`config.mk`:
```
export PLATFORM = sky130hd
export DESIGN_NAME = bus_arbiter
export DESIGN_NICKNAME = d
export VERILOG_FILES = /design/src/rtl/bus_arbiter.sv
export SDC_FILE = /design/constraint.sdc
export NUM_CORES = 1
export LEC_CHECK = 0
export BUFFER_PORTS_ARGS = -buffer_cell sky130_fd_sc_hd__buf_2
export CORE_AREA = 3 3 50 52
export CTS_BUF_LIST = sky130_fd_sc_hd__clkbuf_8
export CTS_CLUSTER_DIAMETER = 60
export DETAILED_ROUTE_END_ITERATION = 8
export DIE_AREA = 0 0 53 55
export GPL_ROUTABILITY_DRIVEN = 0
export PLACE_DENSITY = 0.94
export RECOVER_POWER = 25
export SETUP_SLACK_MARGIN = 0.1
export SLEW_MARGIN = 20
export SYNTH_ARGS = -nofsm -noshare
export SYNTH_HDL_FRONTEND = slang
export SYNTH_SLANG_ARGS = --single-unit
```
`constraint.sdc`:
```
create_clock -name clk -period 7.7 [get_ports clk]
set_clock_uncertainty 0.05 [all_clocks]
set_input_delay 0.385 -clock clk [delete_from_list [all_inputs] [get_ports clk]]
set_output_delay 0.385 -clock clk [all_outputs]
set_load 0.02 [all_outputs]
```
`src/rtl/bus_arbiter.sv`:
```
// -----------------------------------------------------------------------------
// bus_arbiter
//   Central arbiter for the shared data bus. Each master presents a 2-bit
//   request code (00 idle, 01 low, 10 mid, 11 high). The arbiter grants the
//   bus to the highest code present, breaking ties round-robin. A grant is
//   held until the owner drops its request or MAX_TENURE cycles elapse. One
//   turnaround cycle with no owner always separates two grants.
//
// Ports:
//   clk        in   system clock, rising edge
//   rst_n      in   asynchronous active-low reset
//   request    in   packed request codes, master k at bits [2k-1:2k-2]
//   grant      out  ID of current owner (1..N_MASTERS), 0 = bus free
//   bus_busy   out  high while grant != 0
//   owner_prio out  request code latched when the grant was issued
//   timeout    out  one-cycle pulse when a tenure is cut by MAX_TENURE
// -----------------------------------------------------------------------------
module bus_arbiter #(
    parameter int unsigned N_MASTERS  = 2,
    parameter int unsigned MAX_TENURE = 4
) (
    input  logic                   clk,
    input  logic                   rst_n,
    input  logic [2*N_MASTERS-1:0] request,
    output logic [2:0]             grant,
    output logic                   bus_busy,
    output logic [1:0]             owner_prio,
    output logic                   timeout
);

    localparam logic [1:0] S_IDLE    = 2'd0;
    localparam logic [1:0] S_GRANT   = 2'd1;
    localparam logic [1:0] S_RELEASE = 2'd2;

    logic [1:0] state_q, state_d;
    logic [2:0] grant_q, grant_d;
    logic       busy_q, busy_d;
    logic [1:0] prio_q, prio_d;
    logic       timeout_q, timeout_d;
    logic [3:0] cnt_q, cnt_d;
    logic [2:0] ptr_q, ptr_d;

    // Request codes indexed by master ID; entry 0 and IDs above N_MASTERS stay 00.
    logic [1:0] codes [8];
    logic [1:0] best_code;
    logic [1:0] owner_code;
    logic [2:0] winner;
    logic       found;
    logic [3:0] cand;

    always_comb begin
        for (int unsigned k = 0; k < 8; k++) begin
            codes[k] = '0;
        end
        for (int unsigned k = 0; k < N_MASTERS; k++) begin
            codes[3'(k + 1)] = request[2*k +: 2];
        end
    end

    // Highest code present, then the first master holding it after the pointer.
    always_comb begin
        best_code = '0;
        for (int unsigned k = 1; k <= N_MASTERS; k++) begin
            if (codes[3'(k)] > best_code) begin
                best_code = codes[3'(k)];
            end
        end
        winner = '0;
        found  = 1'b0;
        cand   = '0;
        for (int unsigned off = 1; off <= N_MASTERS; off++) begin
            cand = {1'b0, ptr_q} + 4'(off);
            if (cand > 4'(N_MASTERS)) begin
                cand = cand - 4'(N_MASTERS);
            end
            if (!found && best_code != 2'b00 && codes[cand[2:0]] == best_code) begin
                winner = cand[2:0];
                found  = 1'b1;
            end
        end
    end

    assign owner_code = codes[grant_q];

    always_comb begin
        state_d   = state_q;
        grant_d   = grant_q;
        prio_d    = prio_q;
        cnt_d     = cnt_q;
        ptr_d     = ptr_q;
        timeout_d = 1'b0;
        case (state_q)
            S_IDLE: begin
                if (found) begin
                    grant_d = winner;
                    prio_d  = best_code;
                    ptr_d   = winner;
                    cnt_d   = 4'd1;
                    state_d = S_GRANT;
                end
            end
            S_GRANT: begin
                // A voluntary drop wins over the tenure limit, so no timeout then.
                if (owner_code == 2'b00 || cnt_q >= 4'(MAX_TENURE)) begin
                    timeout_d = (owner_code != 2'b00);
                    grant_d   = '0;
                    prio_d    = '0;
                    cnt_d     = '0;
                    state_d   = S_RELEASE;
                end else begin
                    cnt_d = cnt_q + 4'd1;
                end
            end
            S_RELEASE: begin
                state_d = S_IDLE;
            end
            default: begin
                grant_d = '0;
                prio_d  = '0;
                cnt_d   = '0;
                state_d = S_IDLE;
            end
        endcase
        busy_d = (grant_d != 3'd0);
    end

    always_ff @(posedge clk or negedge rst_n) begin
        if (!rst_n) begin
            state_q   <= S_IDLE;
            grant_q   <= '0;
            busy_q    <= 1'b0;
            prio_q    <= '0;
            timeout_q <= 1'b0;
            cnt_q     <= '0;
            ptr_q     <= 3'(N_MASTERS);
        end else begin
            state_q   <= state_d;
            grant_q   <= grant_d;
            busy_q    <= busy_d;
            prio_q    <= prio_d;
            timeout_q <= timeout_d;
            cnt_q     <= cnt_d;
            ptr_q     <= ptr_d;
        end
    end

    assign grant      = grant_q;
    assign bus_busy   = busy_q;
    assign owner_prio = prio_q;
    assign timeout    = timeout_q;

endmodule

```
Word-level counts from Yosys, hierarchy flattened --
Index checks and enable logic that the tools add are counted.
Word-level totals: bits in registers 16, output and inout port bits 7, word-level logic and storage cells 75
Operators by class: add/sub/neg operators 5, magnitude comparators 8, eq/ne operators 6, muxes and demuxes 31, bitwise gates (word level) 4, reductions and logical operators 14
Operators with widths (count):
- 2-to-1 mux 2 bit | 12
- binary-select mux 2 bit (select 3 bit) | 3
- 2-to-1 mux 3 bit | 6
- greater-or-equal comparator 4 bit (second input constant) | 3
- inverter 3 -> 4 bit | 3
- case mux 4 bit (3 select lines) | 1
- case mux 3 bit (3 select lines) | 1
- > comparator 4 x 2 -> 1 bit (second input constant) | 2
- 2-to-1 mux 4 bit | 2
- case mux 2 bit (3 select lines) | 1
- AND reduction 2 bit | 3
- subtractor 3 x 2 -> 3 bit (second input constant) | 2
- adder 3 x 1 -> 4 bit (second input constant) | 1
- adder 3 x 2 -> 4 bit (second input constant) | 1
- adder 4 x 1 -> 4 bit (second input constant) | 1
- equality test 2 bit | 2
- greater-or-equal comparator 4 x 3 -> 1 bit (second input constant) | 1
- logical NOT 2 bit | 2
- 2-to-1 mux 1 bit | 4
- != test 2 bit (second input constant) | 2
- case mux 2 bit (2 select lines) | 1
- nonzero test 2 bit | 2
- logical AND 1 bit | 3
- AND reduction 3 bit | 1
- other kinds (8) | 8

Longest topological paths before layout --
word-level depth 17, gate-level depth with buffers 12

Worst setup path after synthesis --
No wires, ideal clock.
kind reg2reg, start point register ptr_q[1], end point register grant_q[1], in the netlist grant[1], library setup time 0.121 ns, arrival 2.742 ns, required time 7.529 ns, path slack 4.787 ns, cell stages (with the launch flop) 12, clock period less this slack 2.913 ns, cells stage by stage dfstp_2 > buf_6 > inv_1 > ha_1 > or4b_4 > mux2_4 > nand2_2 > o221ai_2 > and3_4 > buf_6 > o221a_1 > a22o_1
On the way: longest elaborated chain between the ends 16, elaborated cells on any way between the ends 28, classes of those cells 4 x add/sub; 2 x order compare; 2 x eq/ne; 14 x mux; 2 x bitwise; 4 x reduce/logical
RTL lines:
- from (decl) | line 41 | logic [2:0] ptr_q, ptr_d;
- from (signal assigned) | line 135 | ptr_q <= 3'(N_MASTERS);
- from (signal assigned) | line 143 | ptr_q <= ptr_d;
- adder 3 x 1 -> 4 bit | line 72 | cand = {1'b0, ptr_q} + 4'(off);
- > comparator 4 x 2 -> 1 bit or subtractor 3 x 2 -> 3 bit (tied branches) | line 73, 74
- 2-to-1 mux 3 bit | line 73 | if (cand > 4'(N_MASTERS)) begin
- inverter 3 -> 4 bit (not written as such) | line 76 | if (!found && best_code != 2'b00 && codes[cand[2:0]] == best_code) begin
- binary-select mux 2 bit (select 3 bit) | line 76
- 2-to-1 mux 2 bit (not written as such) (2 in a row) | line 76
- equality test 2 bit | line 76
- logical AND 1 bit | line 76
- 2-to-1 mux 1 bit | line 76
- logical NOT 1 bit | line 76
- logical AND 1 bit (2 in a row) | line 76
- 2-to-1 mux 3 bit or 2-to-1 mux 1 bit (tied branches) | line 76
- 2-to-1 mux 3 bit * | line 94 | if (found) begin
- case mux 3 bit (3 select lines) * | line 92 | case (state_q)
- named net grant_d[1] | line 36 | logic [2:0] grant_q, grant_d;
- to (signal assigned) | line 138 | grant_q <= grant_d;
- to (decl) | line 36
The timed path passes the listed nets; every way through them passes the cells marked *. The select of a mux whose other input is x is not followed. A chain may end at the register's enable or synchronous reset.

Final worst setup path --
start point register ptr_q[0], end point register cnt_q[2]
On the way: longest elaborated chain between the ends 16, elaborated cells on any way between the ends 26, classes of those cells 4 x add/sub; 2 x order compare; 3 x eq/ne; 10 x mux; 2 x bitwise; 5 x reduce/logical
RTL lines:
- adder 3 x 1 -> 4 bit | line 72
- > comparator 4 x 2 -> 1 bit or subtractor 3 x 2 -> 3 bit (tied branches) | line 73, 74
- 2-to-1 mux 3 bit | line 73
- inverter 3 -> 4 bit (not written as such) | line 76
- binary-select mux 2 bit (select 3 bit) | line 76
- 2-to-1 mux 2 bit (not written as such) (2 in a row) | line 76
- equality test 2 bit | line 76
- logical AND 1 bit | line 76
- 2-to-1 mux 1 bit | line 76
- logical NOT 1 bit | line 76
- logical AND 1 bit (2 in a row) | line 76
- 2-to-1 mux 1 bit * | line 76
- != test 2 bit (no line) *
- AND reduction 2 bit (no line) *
- to (signal assigned) | line 142 | cnt_q <= cnt_d;
- to (decl) | line 40 | logic [3:0] cnt_q, cnt_d;
Every way passes the cells marked *; elsewhere a longest branch is shown, timed or not. The select of a mux whose other input is x is not followed.

==> run_summary.xml <==
<?xml version="1.0" encoding="UTF-8"?>
<metrics>
  <group name="outcome">
    <metric name="status" unit="">finished, final reports clean</metric>
  </group>
  <group name="timing">
    <metric name="hold_viol" unit="">0</metric>
    <metric name="setup_viol" unit="">0</metric>
    <metric name="achievable-frequency" unit="MHz">305</metric>
    <metric name="grt_setup_unrepaired" unit="">no</metric>
    <metric name="finalWorstPathRequiredPeriod" unit="ns">3.27</metric>
    <metric name="max-slew-margin-rel" unit="">0.446</metric>
    <metric name="final.setup.tns" unit="ns">0</metric>
    <metric name="worst_slew_pin_slew" unit="ns">0.831</metric>
    <metric name="layout_worst_path_cycle_share" unit="">0.425</metric>
    <metric name="post-route-worst-setup-slack" unit="ns">4.43</metric>
    <metric name="finalHoldWorstSlack" unit="ns">0.463</metric>
    <metric name="finalMaxSlewViolations" unit="">0</metric>
  </group>
  <group name="global_route">
    <metric name="grt_first_pass_wirelength" unit="µm">4520</metric>
    <metric name="busiest_layer" unit="">met2</metric>
    <metric name="grt.overflow.total" unit="">0</metric>
    <metric name="global_router_s_overall_resource_usage" unit="">0.208</metric>
    <metric name="first_global_vias" unit="">1053</metric>
    <metric name="globalRouteMet1Util" unit="">0.264</metric>
    <metric name="grt_start_max_net_pins" unit="">22</metric>
    <metric name="grtUsageMet3" unit="">0.0107</metric>
    <metric name="grt_antenna_before_repair" unit="">0</metric>
    <metric name="grt_util_met2" unit="">0.376</metric>
  </group>
  <group name="routing">
    <metric name="vias_per_cell" unit="">6.53</metric>
    <metric name="drc" unit="">0</metric>
    <metric name="drt_pass1_iterations" unit="">4</metric>
    <metric name="routed_wl" unit="µm">2840</metric>
    <metric name="wl_per_cell" unit="µm">16.3</metric>
    <metric name="dr_iter_0_viols" unit="">24</metric>
    <metric name="routed_vias" unit="">1136</metric>
    <metric name="route.antenna.remaining_nets" unit="">0</metric>
  </group>
  <group name="clock_tree">
    <metric name="cts_made_buffers" unit="">3</metric>
    <metric name="tritoncts_num_sinks" unit="">16</metric>
    <metric name="htree_num_levels" unit="">1</metric>
    <metric name="clk_pin_slew_worst_paths" unit="ns">0.06</metric>
    <metric name="post_cts.repair.setup_buffers" unit="">0</metric>
    <metric name="cts_tree" unit="">yes</metric>
    <metric name="clock_latency" unit="ns">0.25</metric>
    <metric name="root_buffer" unit="">sky130_fd_sc_hd__clkbuf_8</metric>
    <metric name="cts-root-to-sink-buffers" unit="">2</metric>
  </group>
  <group name="worst_hold_path">
    <metric name="hold_path_class" unit="">reg2reg</metric>
  </group>
  <group name="synthesis">
    <metric name="postSynthAreaPerCell" unit="µm²">10.0</metric>
    <metric name="ys_ff_latch" unit="">16</metric>
    <metric name="synth_cell_types" unit="">58</metric>
    <metric name="synth_simple_gate_area_frac" unit="">0.200</metric>
    <metric name="ys.flop_type" unit="">sky130_fd_sc_hd__dfrtp_1</metric>
    <metric name="synthAdderAreaFrac" unit="">0.0924</metric>
    <metric name="ffs_w_async_s_r_synth" unit="">1.00</metric>
    <metric name="synthXorXnorAreaFrac" unit="">0.0194</metric>
    <metric name="yosysWarningCount" unit="">0</metric>
    <metric name="synth.mux.area_fraction" unit="">0.0804</metric>
    <metric name="synth_compound_area_frac" unit="">0.249</metric>
    <metric name="synth.net_count" unit="">151</metric>
    <metric name="synth-edff-count" unit="">0</metric>
    <metric name="synth.cell_area" unit="µm²">1350</metric>
    <metric name="gate_count_of_the_mapped_netlist" unit="">135</metric>
    <metric name="synth_top_family_by_area" unit="">compound AO/OA/AOI/OAI gates</metric>
    <metric name="seq_area_frac_synth" unit="">0.297</metric>
  </group>
  <group name="final_layout">
    <metric name="layout_commonest_cell" unit="">sky130_fd_sc_hd__dfrtp_1</metric>
    <metric name="finalNetCount" unit="">163</metric>
    <metric name="final_design_area_no_fill" unit="µm²">1470</metric>
    <metric name="top_library_cells_by_usage_in_the_layout_fill_and_taps_aside" unit="">sky130_fd_sc_hd__dfrtp_1 (15), sky130_fd_sc_hd__buf_2 (11), sky130_fd_sc_hd__inv_1 (10), sky130_fd_sc_hd__ha_1 (10), sky130_fd_sc_hd__nand2_1 (7)</metric>
    <metric name="utilization" unit="">0.682</metric>
    <metric name="flow.area_growth_from_synthesis" unit="%">8.23</metric>
    <metric name="post_route_cells_drive_above_1_share" unit="">0.212</metric>
    <metric name="finalNonFillerCells" unit="">174</metric>
    <metric name="number_of_fill_cells_in_the_layout" unit="">162</metric>
    <metric name="antenna_cells_inserted" unit="">0</metric>
  </group>
  <group name="critical_path">
    <metric name="timing.critical_path.cells" unit="">inv_1 -&gt; ha_1 -&gt; and4_1 -&gt; a21oi_1 -&gt; o32a_1 -&gt; nand2_1 -&gt; a211oi_2 -&gt; o21bai_2 -&gt; a32o_1</metric>
    <metric name="end_kind" unit="">flop</metric>
    <metric name="timing.critical_path.depth" unit="">9</metric>
    <metric name="crit_path_max_fanout" unit="">21</metric>
    <metric name="r2r_end" unit="">cnt_q[2]</metric>
    <metric name="arrival" unit="ns">3.36</metric>
    <metric name="r2r_cells" unit="">9</metric>
    <metric name="worst-endpoint-required" unit="ns">7.79</metric>
    <metric name="critPathLaunchType" unit="">flop</metric>
    <metric name="slowest_stage_cell_crit_path" unit="">sky130_fd_sc_hd__dfrtp_1</metric>
    <metric name="timing.critical_path.max_delay_family" unit="">compound AO/OA/AOI/OAI gates</metric>
    <metric name="critPathCapture" unit="">cnt_q[2]</metric>
    <metric name="regToRegSetupSlack" unit="ns">4.43</metric>
    <metric name="crit_path_category" unit="">reg2reg</metric>
    <metric name="max_stage_delay" unit="ns">0.73</metric>
    <metric name="regToRegStartpoint" unit="">ptr_q[0]</metric>
    <metric name="critical_path.startpoint" unit="">ptr_q[0]</metric>
    <metric name="number_of_buffer_and_inverter_instances_along_the_worst_setup_path" unit="">1</metric>
  </group>
  <group name="power_and_ir_drop">
    <metric name="pwr-share-seq" unit="">0.261</metric>
    <metric name="netSwitchingPower" unit="mW">0.267</metric>
    <metric name="power.share.clock" unit="">0.129</metric>
    <metric name="power.ir.vdd_worst" unit="mV">0.282</metric>
    <metric name="power_leakage" unit="nW">0.674</metric>
    <metric name="logic_pwr_share" unit="">0.610</metric>
    <metric name="sw_ratio" unit="">0.462</metric>
    <metric name="finalPower" unit="mW">0.577</metric>
    <metric name="internal_power" unit="mW">0.310</metric>
    <metric name="power_per_cell_area" unit="nW/µm²">394</metric>
  </group>
  <group name="floorplanning">
    <metric name="die_area" unit="µm²">2920</metric>
    <metric name="initial_core_util" unit="">0.630</metric>
    <metric name="ios" unit="">13</metric>
    <metric name="core_region_area" unit="µm²">2150</metric>
    <metric name="die_height" unit="µm">55</metric>
    <metric name="row_count" unit="">17</metric>
    <metric name="floorplan.die.width" unit="µm">53</metric>
  </group>
  <group name="placement">
    <metric name="preCtsSetupSlack" unit="ns">4.50</metric>
    <metric name="io_buffer_count" unit="">12</metric>
    <metric name="post-place-cells" unit="">169</metric>
    <metric name="place.detailed.hpwl" unit="µm">2230</metric>
    <metric name="placedInstanceArea" unit="µm²">1400</metric>
  </group>
  <group name="run">
    <metric name="maxCapViolCount" unit="">0</metric>
  </group>
</metrics>
-- cell type report --
type | count | area, µm² | share of cell area
multi-input combinational | 103 | 867 | 0.592
sequential | 16 | 402 | 0.274
timing repair buffer | 13 | 68.8 | 0.0470
clock buffer | 4 | 55.1 | 0.0376
inverter | 10 | 37.5 | 0.0256
tap | 28 | 35.0 | 0.0239
-- cell usage after synthesis (2+ instances only) --
cell type                   number  area [µm²]
sky130_fd_sc_hd__and3_1          3        18.8
sky130_fd_sc_hd__nor3_1          2        10.0
sky130_fd_sc_hd__mux2i_1         6        60.1
sky130_fd_sc_hd__o211ai_1        3        22.5
sky130_fd_sc_hd__and2_1          2        12.5
sky130_fd_sc_hd__a22o_1          4        35.0
sky130_fd_sc_hd__nand4b_1        2        17.5
sky130_fd_sc_hd__nand2_2         2        12.5
sky130_fd_sc_hd__o21ai_0         3        15.0
sky130_fd_sc_hd__nand3_1         2        10.0
sky130_fd_sc_hd__xnor2_1         3        26.3
sky130_fd_sc_hd__nand2_1         7        26.3
sky130_fd_sc_hd__buf_2           2        10.0
sky130_fd_sc_hd__inv_1          10        37.5
sky130_fd_sc_hd__mux2_2          3        33.8
sky130_fd_sc_hd__ha_1           10         125
sky130_fd_sc_hd__dfrtp_1        15         375
sky130_fd_sc_hd__nor2_1          6        22.5
sky130_fd_sc_hd__buf_6           3        33.8
sky130_fd_sc_hd__nand2b_1        2        12.5
sky130_fd_sc_hd__and4b_1         2        20.0
sky130_fd_sc_hd__a21oi_1         3        15.0
sky130_fd_sc_hd__a32o_1          2        20.0
sky130_fd_sc_hd__nor2b_1         3        18.8
sky130_fd_sc_hd__o2bb2ai_1       2        17.5
-- kinds of logic after synthesis --
logic type	after synthesis
AND/OR/NAND/NOR	42
AO/OA/AOI/OAI	38
buffers and inverters	16
flip-flops	16
multiplexers	10
adder cells (fa/ha/maj)	10
XOR/XNOR	3
-- flip-flops by register name, summed over array words and instances (netlist names) --
register	flops
cnt_q	4
grant	3
ptr_q	3
owner_prio	2
state_q	2
bus_busy	1
timeout	1
-- routing by layer --
layer | part of all wire | up-vias
met1 | 0.45 | 564
met2 | 0.52 | 24
li1 | - | 546
met5 | 0 | -
met4 | 0.0025 | 0
met3 | 0.026 | 2
-- worst min-delay path by stage --
stage / from / end / depth (start not counted)
finish: owner_prio[1] / owner_prio[1] / 1
global route: owner_prio[1] / owner_prio[1] / 1
CTS: owner_prio[1] / owner_prio[1] / 1
detailed placement: rst_n / owner_prio[1] / 1
global placement: rst_n / owner_prio[1] / 1
floorplan: rst_n / bus_busy / 0
-- power by group through the flow --
stage / registers, mW / clock network, mW / logic (mW)
2_1_floorplan: 0.150 / 0 / 0.286
3_3_place_gp: 0.148 / 0 / 0.330
3_5_place_dp: 0.151 / 0 / 0.347
4_1_cts: 0.150 / 0.0749 / 0.350
5_1_grt: 0.155 / 0.0795 / 0.384
6_report: 0.151 / 0.0741 / 0.352
-- what timing repair did --
| item | in CTS | in global routing |
|---|---|---|
| hold buffers | 1 | 0 |
| gates resized for setup | 0 | 0 |
| endpoints found under the hold margin | 15 | 0 |
-- worst reg2reg max path, stage by stage (launching register included) --
cell	delay, ns
sky130_fd_sc_hd__dfrtp_1	0.73
sky130_fd_sc_hd__inv_1	0.19
sky130_fd_sc_hd__ha_1	0.43
sky130_fd_sc_hd__and4_1	0.22
sky130_fd_sc_hd__a21oi_1	0.21
sky130_fd_sc_hd__o32a_1	0.28
sky130_fd_sc_hd__nand2_1	0.10
sky130_fd_sc_hd__a211oi_2	0.49
sky130_fd_sc_hd__o21bai_2	0.19
sky130_fd_sc_hd__a32o_1	0.29
Power figures use the tool's default switching activity.
